File: src/rtl/ao486_wb_arbiter.sv
// Two-master to one-slave Wishbone B3 arbiter.
// Round-robin arbitration between m0 (CPU bridge) and m1 (secondary master).
// A grant is held for the whole bus cycle, so bursts are never split.
// A response watchdog aborts a granted cycle whose slave never answers.
//
// Handshake: a master requests by raising cyc. Once granted, its cyc/stb and
// transfer fields pass straight to the slave. A beat completes on any cycle
// where stb is high and the slave returns ack, err or rty. The master that is
// not granted sees no response and simply waits with cyc held.
// Dropping cyc ends ownership. One idle cycle always separates two grants.
module ao486_wb_arbiter #(
    parameter int AW      = 32,
    parameter int DW      = 32,
    parameter int TIMEOUT = 256
) (
    input  logic            wb_clk,
    input  logic            wb_rst,
    // master 0
    input  logic [AW-1:0]   m0_adr_i,
    input  logic [DW-1:0]   m0_dat_i,
    input  logic [DW/8-1:0] m0_sel_i,
    input  logic            m0_we_i,
    input  logic            m0_cyc_i,
    input  logic            m0_stb_i,
    input  logic [2:0]      m0_cti_i,
    input  logic [1:0]      m0_bte_i,
    output logic [DW-1:0]   m0_dat_o,
    output logic            m0_ack_o,
    output logic            m0_err_o,
    output logic            m0_rty_o,
    // master 1
    input  logic [AW-1:0]   m1_adr_i,
    input  logic [DW-1:0]   m1_dat_i,
    input  logic [DW/8-1:0] m1_sel_i,
    input  logic            m1_we_i,
    input  logic            m1_cyc_i,
    input  logic            m1_stb_i,
    input  logic [2:0]      m1_cti_i,
    input  logic [1:0]      m1_bte_i,
    output logic [DW-1:0]   m1_dat_o,
    output logic            m1_ack_o,
    output logic            m1_err_o,
    output logic            m1_rty_o,
    // slave
    output logic [AW-1:0]   s_adr_o,
    output logic [DW-1:0]   s_dat_o,
    output logic [DW/8-1:0] s_sel_o,
    output logic            s_we_o,
    output logic            s_cyc_o,
    output logic            s_stb_o,
    output logic [2:0]      s_cti_o,
    output logic [1:0]      s_bte_o,
    input  logic [DW-1:0]   s_dat_i,
    input  logic            s_ack_i,
    input  logic            s_err_i,
    input  logic            s_rty_i,
    // status
    output logic [1:0]      grant_o,
    output logic            timeout_o
);

    // Counter is kept at least one bit wide so a disabled watchdog still elaborates.
    localparam int CW = (TIMEOUT > 0) ? $clog2(TIMEOUT + 1) : 1;
    localparam logic [CW-1:0] LIMIT = (TIMEOUT > 0) ? CW'(TIMEOUT - 1) : '0;

    typedef enum logic [1:0] {
        IDLE  = 2'd0,
        GNT0  = 2'd1,
        GNT1  = 2'd2,
        ABORT = 2'd3
    } state_t;

    state_t        state, state_next;
    // last: master most recently served (0 = m0, 1 = m1). While in ABORT it
    // already names the aborted master, which is the master that must drop cyc.
    logic          last, last_next;
    logic [CW-1:0] count, count_next;

    logic          granted;
    logic          pick_m1;
    logic          g_cyc, g_stb;
    logic          resp;
    logic          expire;
    logic          owner_cyc;

    // Read data is broadcast; only the granted master sees a response.
    assign m0_dat_o = s_dat_i;
    assign m1_dat_o = s_dat_i;

    // State, round-robin pointer and watchdog counter registers.
    always_ff @(posedge wb_clk or negedge wb_rst) begin
        if (!wb_rst) begin
            state <= IDLE;
            last  <= 1'b1;
            count <= '0;
        end else begin
            state <= state_next;
            last  <= last_next;
            count <= count_next;
        end
    end

    // Next-state, watchdog and bus routing decisions.
    always_comb begin
        state_next = state;
        last_next  = last;
        count_next = '0;
        s_adr_o    = '0;
        s_dat_o    = '0;
        s_sel_o    = '0;
        s_we_o     = 1'b0;
        s_cyc_o    = 1'b0;
        s_stb_o    = 1'b0;
        s_cti_o    = 3'b000;
        s_bte_o    = 2'b00;
        m0_ack_o   = 1'b0;
        m0_err_o   = 1'b0;
        m0_rty_o   = 1'b0;
        m1_ack_o   = 1'b0;
        m1_err_o   = 1'b0;
        m1_rty_o   = 1'b0;
        grant_o    = 2'b00;
        timeout_o  = 1'b0;

        granted   = (state == GNT0) || (state == GNT1);
        pick_m1   = (state == GNT1);
        g_cyc     = pick_m1 ? m1_cyc_i : m0_cyc_i;
        g_stb     = pick_m1 ? m1_stb_i : m0_stb_i;
        resp      = s_ack_i | s_err_i | s_rty_i;
        owner_cyc = last ? m1_cyc_i : m0_cyc_i;
        // A slave response in the expiry cycle takes precedence over the abort.
        expire    = (TIMEOUT != 0) && granted && g_cyc && g_stb && !resp
                    && (count == LIMIT);

        if (granted) begin
            grant_o   = pick_m1 ? 2'b10 : 2'b01;
            s_adr_o   = pick_m1 ? m1_adr_i : m0_adr_i;
            s_dat_o   = pick_m1 ? m1_dat_i : m0_dat_i;
            s_sel_o   = pick_m1 ? m1_sel_i : m0_sel_i;
            s_we_o    = pick_m1 ? m1_we_i  : m0_we_i;
            s_cti_o   = pick_m1 ? m1_cti_i : m0_cti_i;
            s_bte_o   = pick_m1 ? m1_bte_i : m0_bte_i;
            s_cyc_o   = g_cyc & ~expire;
            s_stb_o   = g_stb & ~expire;
            timeout_o = expire;
            if (pick_m1) begin
                m1_ack_o = s_ack_i;
                m1_err_o = s_err_i | expire;
                m1_rty_o = s_rty_i;
            end else begin
                m0_ack_o = s_ack_i;
                m0_err_o = s_err_i | expire;
                m0_rty_o = s_rty_i;
            end
        end

        case (state)
            IDLE: begin
                if (m0_cyc_i && (!m1_cyc_i || last)) begin
                    state_next = GNT0;
                end else if (m1_cyc_i) begin
                    state_next = GNT1;
                end
            end
            GNT0, GNT1: begin
                if (!g_cyc) begin
                    state_next = IDLE;
                    last_next  = pick_m1;
                end else if (expire) begin
                    state_next = ABORT;
                    last_next  = pick_m1;
                end
            end
            ABORT: begin
                if (!owner_cyc) begin
                    state_next = IDLE;
                end
            end
            default: state_next = IDLE;
        endcase

        // Counter restarts on any response, idle strobe or change of state.
        if ((TIMEOUT != 0) && (state_next == state) && granted
            && g_cyc && g_stb && !resp) begin
            count_next = count + 1'b1;
        end
    end

endmodule
File: config.mk
export PLATFORM = sky130hd
export DESIGN_NAME = ao486_wb_arbiter
export DESIGN_NICKNAME = d
export VERILOG_FILES = /design/src/rtl/ao486_wb_arbiter.sv
export SDC_FILE = /design/constraint.sdc
export NUM_CORES = 1
export LEC_CHECK = 0
export CAP_MARGIN = 20
export CORE_AREA = 2 2 133 135
export CTS_BUF_LIST = sky130_fd_sc_hd__clkbuf_4 sky130_fd_sc_hd__clkbuf_8
export DETAILED_ROUTE_END_ITERATION = 10
export DIE_AREA = 0 0 135 137
export PLACE_DENSITY_LB_ADDON = 0.3
export SLEW_MARGIN = 20
export SYNTH_ARGS = -nofsm -noshare
export SYNTH_HDL_FRONTEND = slang
export SYNTH_SLANG_ARGS = --single-unit
File: constraint.sdc
create_clock -name wb_clk -period 2.1 [get_ports wb_clk]
set_clock_uncertainty 0.05 [all_clocks]
set_input_delay 0.315 -clock wb_clk [delete_from_list [all_inputs] [get_ports wb_clk]]
set_output_delay 0.315 -clock wb_clk [all_outputs]
set_load 0.05 [all_outputs]
# After elaboration in Yosys (flattened, before gate mapping)
# Index checks and enable logic that the tools add are counted.
# totals
elab_cells	73
inputBits	189
reg_bits	12
output_inout_bits	149
# classes
muxes	41
reduce_logical	16
addsub	1
n_eq_ne	6
bitwise	6
# ops
cell	count
$mux W32	4
$mux W1	22
$mux W2	9
$add A9 B1 Y9 const B	1
$eq A9 B8 Y1 const B	1
$logic_and A1 B1 Y1	9
$mux W9	1
$mux W4	2
$mux W3	2
$pmux W2 S3	1
$eq A2 B2 Y1 const B	2
$or A1 B1 Y1	3
$and A1 B1 Y1	2
$eq A2 B1 Y1 const B	1
$eq A2 B2 Y1	1
$logic_not A1 Y1	2
$logic_not A2 Y1	1
$logic_or A1 B1 Y1	2
$ne A2 B1 Y1 const B	1
$reduce_and A2 Y1	1
$reduce_or A2 Y1	1
$not A1 Y1	1

# Depth between registers and ports, before layout
# depth
word_depth	15
depth_mapped	8
depth_no_buf	8

# Worst setup path after synthesis
# No wires, ideal clock.
# synth_path
path_type	reg2out
from	reg state[0]
to	out m0_err_o
t_arrival_ns	3.192
path_stages_with_launch	7
slack_ns	-1.457
t_required_ns	1.735
cell_sequence	dfrtp_1 inv_1 ha_1 or3b_1 nor4_4 nor2_1 nor3_1
# synth_via
elab_chain_len	9
elab_cells_between_ends	12
cone_classes	eq/ne: 2; mux: 4; bitwise: 1; reduce/logical: 5
# synth_rtl
element	line	rtl
start, declared	73	state_t state, state_next;
start signal, assigned	97	state <= state_next;
$eq A2 B2 Y1 or $eq A2 B1 Y1 (tied branches)	125, 126	
$mux W1 or $logic_or A1 B1 Y1 (tied branches)	127, 125	
$logic_and A1 B1 Y1 (3 in series)	132	expire = (TIMEOUT != 0) && granted && g_cyc && g_stb && !resp
$logic_and A1 B1 Y1	133	&& (count == LIMIT);
$or A1 B1 Y1	152	m0_err_o = s_err_i | expire;
$mux W1	146	if (pick_m1) begin
$mux W1 (*)	135	if (granted) begin
end, declared	29	output logic m0_err_o,
# Mark *: on every way between the ends. The rest lies on a longest branch, timed or not.

# Worst setup path after layout
# layout_path
from	reg state[1]
to	out m1_err_o
# layout_via
elab_chain_len	9
elab_cells_between_ends	12
cone_classes	eq/ne: 2; mux: 4; bitwise: 1; reduce/logical: 5
# layout_rtl
element	line	rtl
$eq A2 B2 Y1 or $eq A2 B1 Y1 (tied branches)	125, 126	
$mux W1 or $logic_or A1 B1 Y1 (tied branches)	127, 125	
$logic_and A1 B1 Y1 (3 in series)	132	
$logic_and A1 B1 Y1	133	
$or A1 B1 Y1	148	m1_err_o = s_err_i | expire;
$mux W1	146	
$mux W1 (*)	135	
end, declared	42	output logic m1_err_o,
# Marks and branches as above.

==> metrics.md <==
| Metric | Value |
|---|---|
| Standard cell area after detailed placement | `5813 um^2` |
| Unrepaired setup endpoints after global routing | `true` |
| Post-synthesis cell area | `2390 um^2` |
| Max H-tree Level | `1` |
| Synthesized net count | `513` |
| Post-layout net count | `739` |
| Number of flip-flops and latches in the synthesized netlist | `12` |
| Vias per inst | `3.868` |
| Post-synthesis area per instance | `7.515 um^2` |
| Vias after detailed routing | `2971` |
| Full die area | `18500 um^2` |
| Switching Share | `51.59%` |
| DIE WIDTH | `135 um` |
| Part of the Yosys area used for sequential elements | `12.62%` |
| Fmax achieved | `0.4154 GHz` |
| Global-route wire length before repair | `17510 um` |
| Number of ports placed on the die boundary | `338` |
| Pin count of the biggest net entering global routing | `29` |
| Flop-to-flop setup slack | `0 ps` |
| Multi-input logic area | `1904 um^2` |
| Initial core utilization | `14.01%` |
| PD cells | `1826 nW/um^2` |
| Placer Congestion | `0.8058` |
| Area share of xor/xnor cells in the synthesized design | `2.199%` |
| Violated checks | `negative setup slack` |
| Cell with the largest stage delay on the worst path | `sky130_fd_sc_hd__or3b_4` |
| Final setup margin | `-307.1 ps` |
| Core Region | `17060 um^2` |
| Critical path peak fanout | `3` |
| Design internal power | `5.829 mW` |
| Share of synthesized area spent on multiplexers | `32.25%` |
| Clock tree from TritonCTS | `yes` |
| Row Count | `48` |
| Port Buffers | `241` |
| Largest area contributor in the netlist | `sky130_fd_sc_hd__mux2i_1` |
| Clock latency of the later-clocked register in the worst-skew pair | `240 ps` |
| Largest voltage drop on the vdd net | `1.012 mV` |
| Static leakage | `2.530 nW` |
| Via count of the first global-routing pass | `3005` |
| Adder-cell share of the synthesized area | `3.141%` |
| Clk slew on worst S/H paths | `60 ps` |
| Final routed wire length divided by cell count | `17.07 um` |
| Post-Route Utilization | `38.67%` |
| Leading cell types by total area after synthesis | `sky130_fd_sc_hd__mux2i_1, sky130_fd_sc_hd__buf_4, sky130_fd_sc_hd__nor2_1, sky130_fd_sc_hd__dfrtp_1, sky130_fd_sc_hd__ha_1` |
| Number of antenna violations at the first check in global routing | `0` |
| Arrival time of data at the critical path endpoint | `2040 ps` |
| Clk buf depth | `2` |
| Sequential cell fraction of total power | `2.5%` |
| Worst-case headroom to the max-slew limit | `61.06%` |
| R2r endpoint | `last` |
| Signed area change from the synthesized netlist to the final layout | `176.0%` |
| Async SR Flop Fraction | `100.0%` |
| Final HPWL DP | `9511 um` |
| Total count of max-transition violations in the final report | `0` |
| Total CTS buffers | `3` |
| Routed wire length | `13110 um` |
| # hold bufs at CTS | `0` |
| Warning count from the yosys run | `0` |
| Post-synth top area share | `32.25%` |
| Worst setup slack after placement | `-147.2 ps` |
| Cells after Synth | `318` |
| Required time reported for the critical path endpoint | `1740 ps` |
| Clk sinks | `12` |
| Switch Pwr | `6.212 mW` |
| Final Critical Period | `2407 ps` |
| Final Instance Area | `6595 um^2` |
| Dominant combinational cell family by area after synthesis | `multiplexers` |
| Final antenna diode count | `0` |
| Proportion of layout cells with a drive suffix above 1 | `48.62%` |
| Overall fraction of global-route tracks in use | `12.08%` |
| Cell-by-cell listing of the critical path | `inv_2, ha_4, or3b_4, nor4_4, nor2_2, buf_4, nor2_4, buf_12` |
| Filler cells | `1671` |
| CTS Root Buffer Type | `sky130_fd_sc_hd__clkbuf_8` |
| Type of the worst setup path | `reg2out` |
| DRC violations left | `0` |
| Complex-gate fraction of the synthesized area | `4.241%` |
| Critical path destination | `m1_err_o` |
| Part of the power in combinational logic | `95.4%` |
| Antenna-violating nets left | `0` |
| Critical Path Sink Type | `output port` |
| Top cells by instance count after synthesis | `sky130_fd_sc_hd__nor2_1, sky130_fd_sc_hd__mux2i_1, sky130_fd_sc_hd__buf_4` |
| Number of enable flip-flop cells after synthesis | `0` |
| Prevailing post-synth register cell | `sky130_fd_sc_hd__dfrtp_1` |
| Depth of the most critical reg-to-reg path | `10` |
| Final worst path period share | `114.6%` |
| Chip Height | `137 um` |
| Final-report setup violation count | `82` |
| Number of distinct library cell variants in the gate-level netlist after synthesis | `36` |
| Most common cell in the netlist | `sky130_fd_sc_hd__nor2_1` |
| Critical R2R Launch | `state[1]` |
| Part of the total power dissipated in the clock network | `2.1%` |
| Type of element launching the critical path | `flip-flop` |
| Final-report hold violation count | `0` |
| Path class of the lowest-slack min-delay path | `in2async` |
| Max Cap Violations | `0` |
| Run status | `complete, but fails checks` |
| Area share of and/or/nand/nor cells after synthesis | `20.73%` |
| Delay of the slowest critical-path stage | `390 ps` |
| Initial detailed-routing violation count | `69` |
| Overflow left after global routing | `0` |
| DR pass1 iterations | `4` |
| FF/Latch Area | `301.5 um^2` |
| Critical path origin | `state[1]` |
| Slew @ Worst Pin | `582.3 ps` |
[metal layers]
layer	wire length, um	track usage, %	up-vias
li1	-	-	1454
met1	4912	13.86	1369
met2	7223	23.35	139
met3	918	3.148	9
met4	59	0.8102	0
met5	0	0	-
[cell usage in the layout, fill, tap and decap left out, types with 5 or more instances in the layout]
cell / n
sky130_fd_sc_hd__xor2_1: 5
sky130_fd_sc_hd__dfrtp_1: 11
sky130_fd_sc_hd__mux2i_1: 62
sky130_fd_sc_hd__buf_6: 14
sky130_fd_sc_hd__buf_4: 38
sky130_fd_sc_hd__buf_12: 82
sky130_fd_sc_hd__nor2_2: 73
sky130_fd_sc_hd__nor2_1: 10
sky130_fd_sc_hd__mux2i_2: 11
sky130_fd_sc_hd__nand2_1: 5
sky130_fd_sc_hd__clkdlybuf4s50_1: 156
sky130_fd_sc_hd__buf_16: 8
[state kept, by name (all words and copies together), names as in the netlist]
name   flops
count      9
last       1
state      2
[area by class of cell]
class,count,share of cell area [%]
clock buffer,4,0.8348
inverter,7,0.5881
multi-input combinational,216,28.88
sequential,12,4.572
tap,225,4.269
timing repair buffer,304,60.86
[worst min path at each step]
stage | cells after the start | slack [ps] | end
final | 1 | 390 | count[8]
after global routing | 1 | 430 | count[8]
after detailed placement | 2 | 490 | count[0]
after CTS | 1 | 410 | count[7]
after floorplan | 0 | -30 | count[0]
after global placement | 2 | 480 | count[7]
[power groups by stage]
stage	sequential (mW)	combinational, mW	clock, mW
2_1_floorplan	0.310	5.66	0
3_3_place_gp	0.297	10.2	0
3_5_place_dp	0.300	10.2	0
4_1_cts	0.296	11.0	0.256
5_1_grt	0.301	12.0	0.273
6_report	0.298	11.5	0.256
[metrics by stage]
step | total power [mW] | TNS (ps) | std cells | hold WS [ps]
after floorplan | 5.969 | -3443 | 318 | -30.59
after global placement | 10.50 | -620.4 | 732 | 475.4
after detailed placement | 10.53 | -1208 | 732 | 493.4
after CTS | 11.56 | -6419 | 749 | 408.4
after global routing | 12.54 | -16520 | 768 | 430.8
final | 12.04 | -11270 | 768 | 393.7
[cells by family after synthesis]
logic type               count (synthesis)
multiplexers                            77
buffers and inverters                   90
AND/OR/NAND/NOR                        114
adder cells (fa/ha/maj)                  6
XOR/XNOR                                 6
AO/OA/AOI/OAI                           13
flip-flops                              12
[timing repair]
action                                 in CTS  in global routing
resized for setup                          30                 36
cloned                                      6                  5
setup endpoints to repair                  88                 94
buffers inserted                            9                 14
endpoints found under the hold margin       0                  0
pin swaps                                   7                  8
[critical path: cells and delay by family, from the launching register on]
family / cells / cell delay (ps)
buffers and inverters: 3 / 360
DFF: 1 / 380
adders and majority gates: 1 / 260
and+or+nand+nor: 4 / 790
Note: power is estimated with default switching activity, not from simulation.
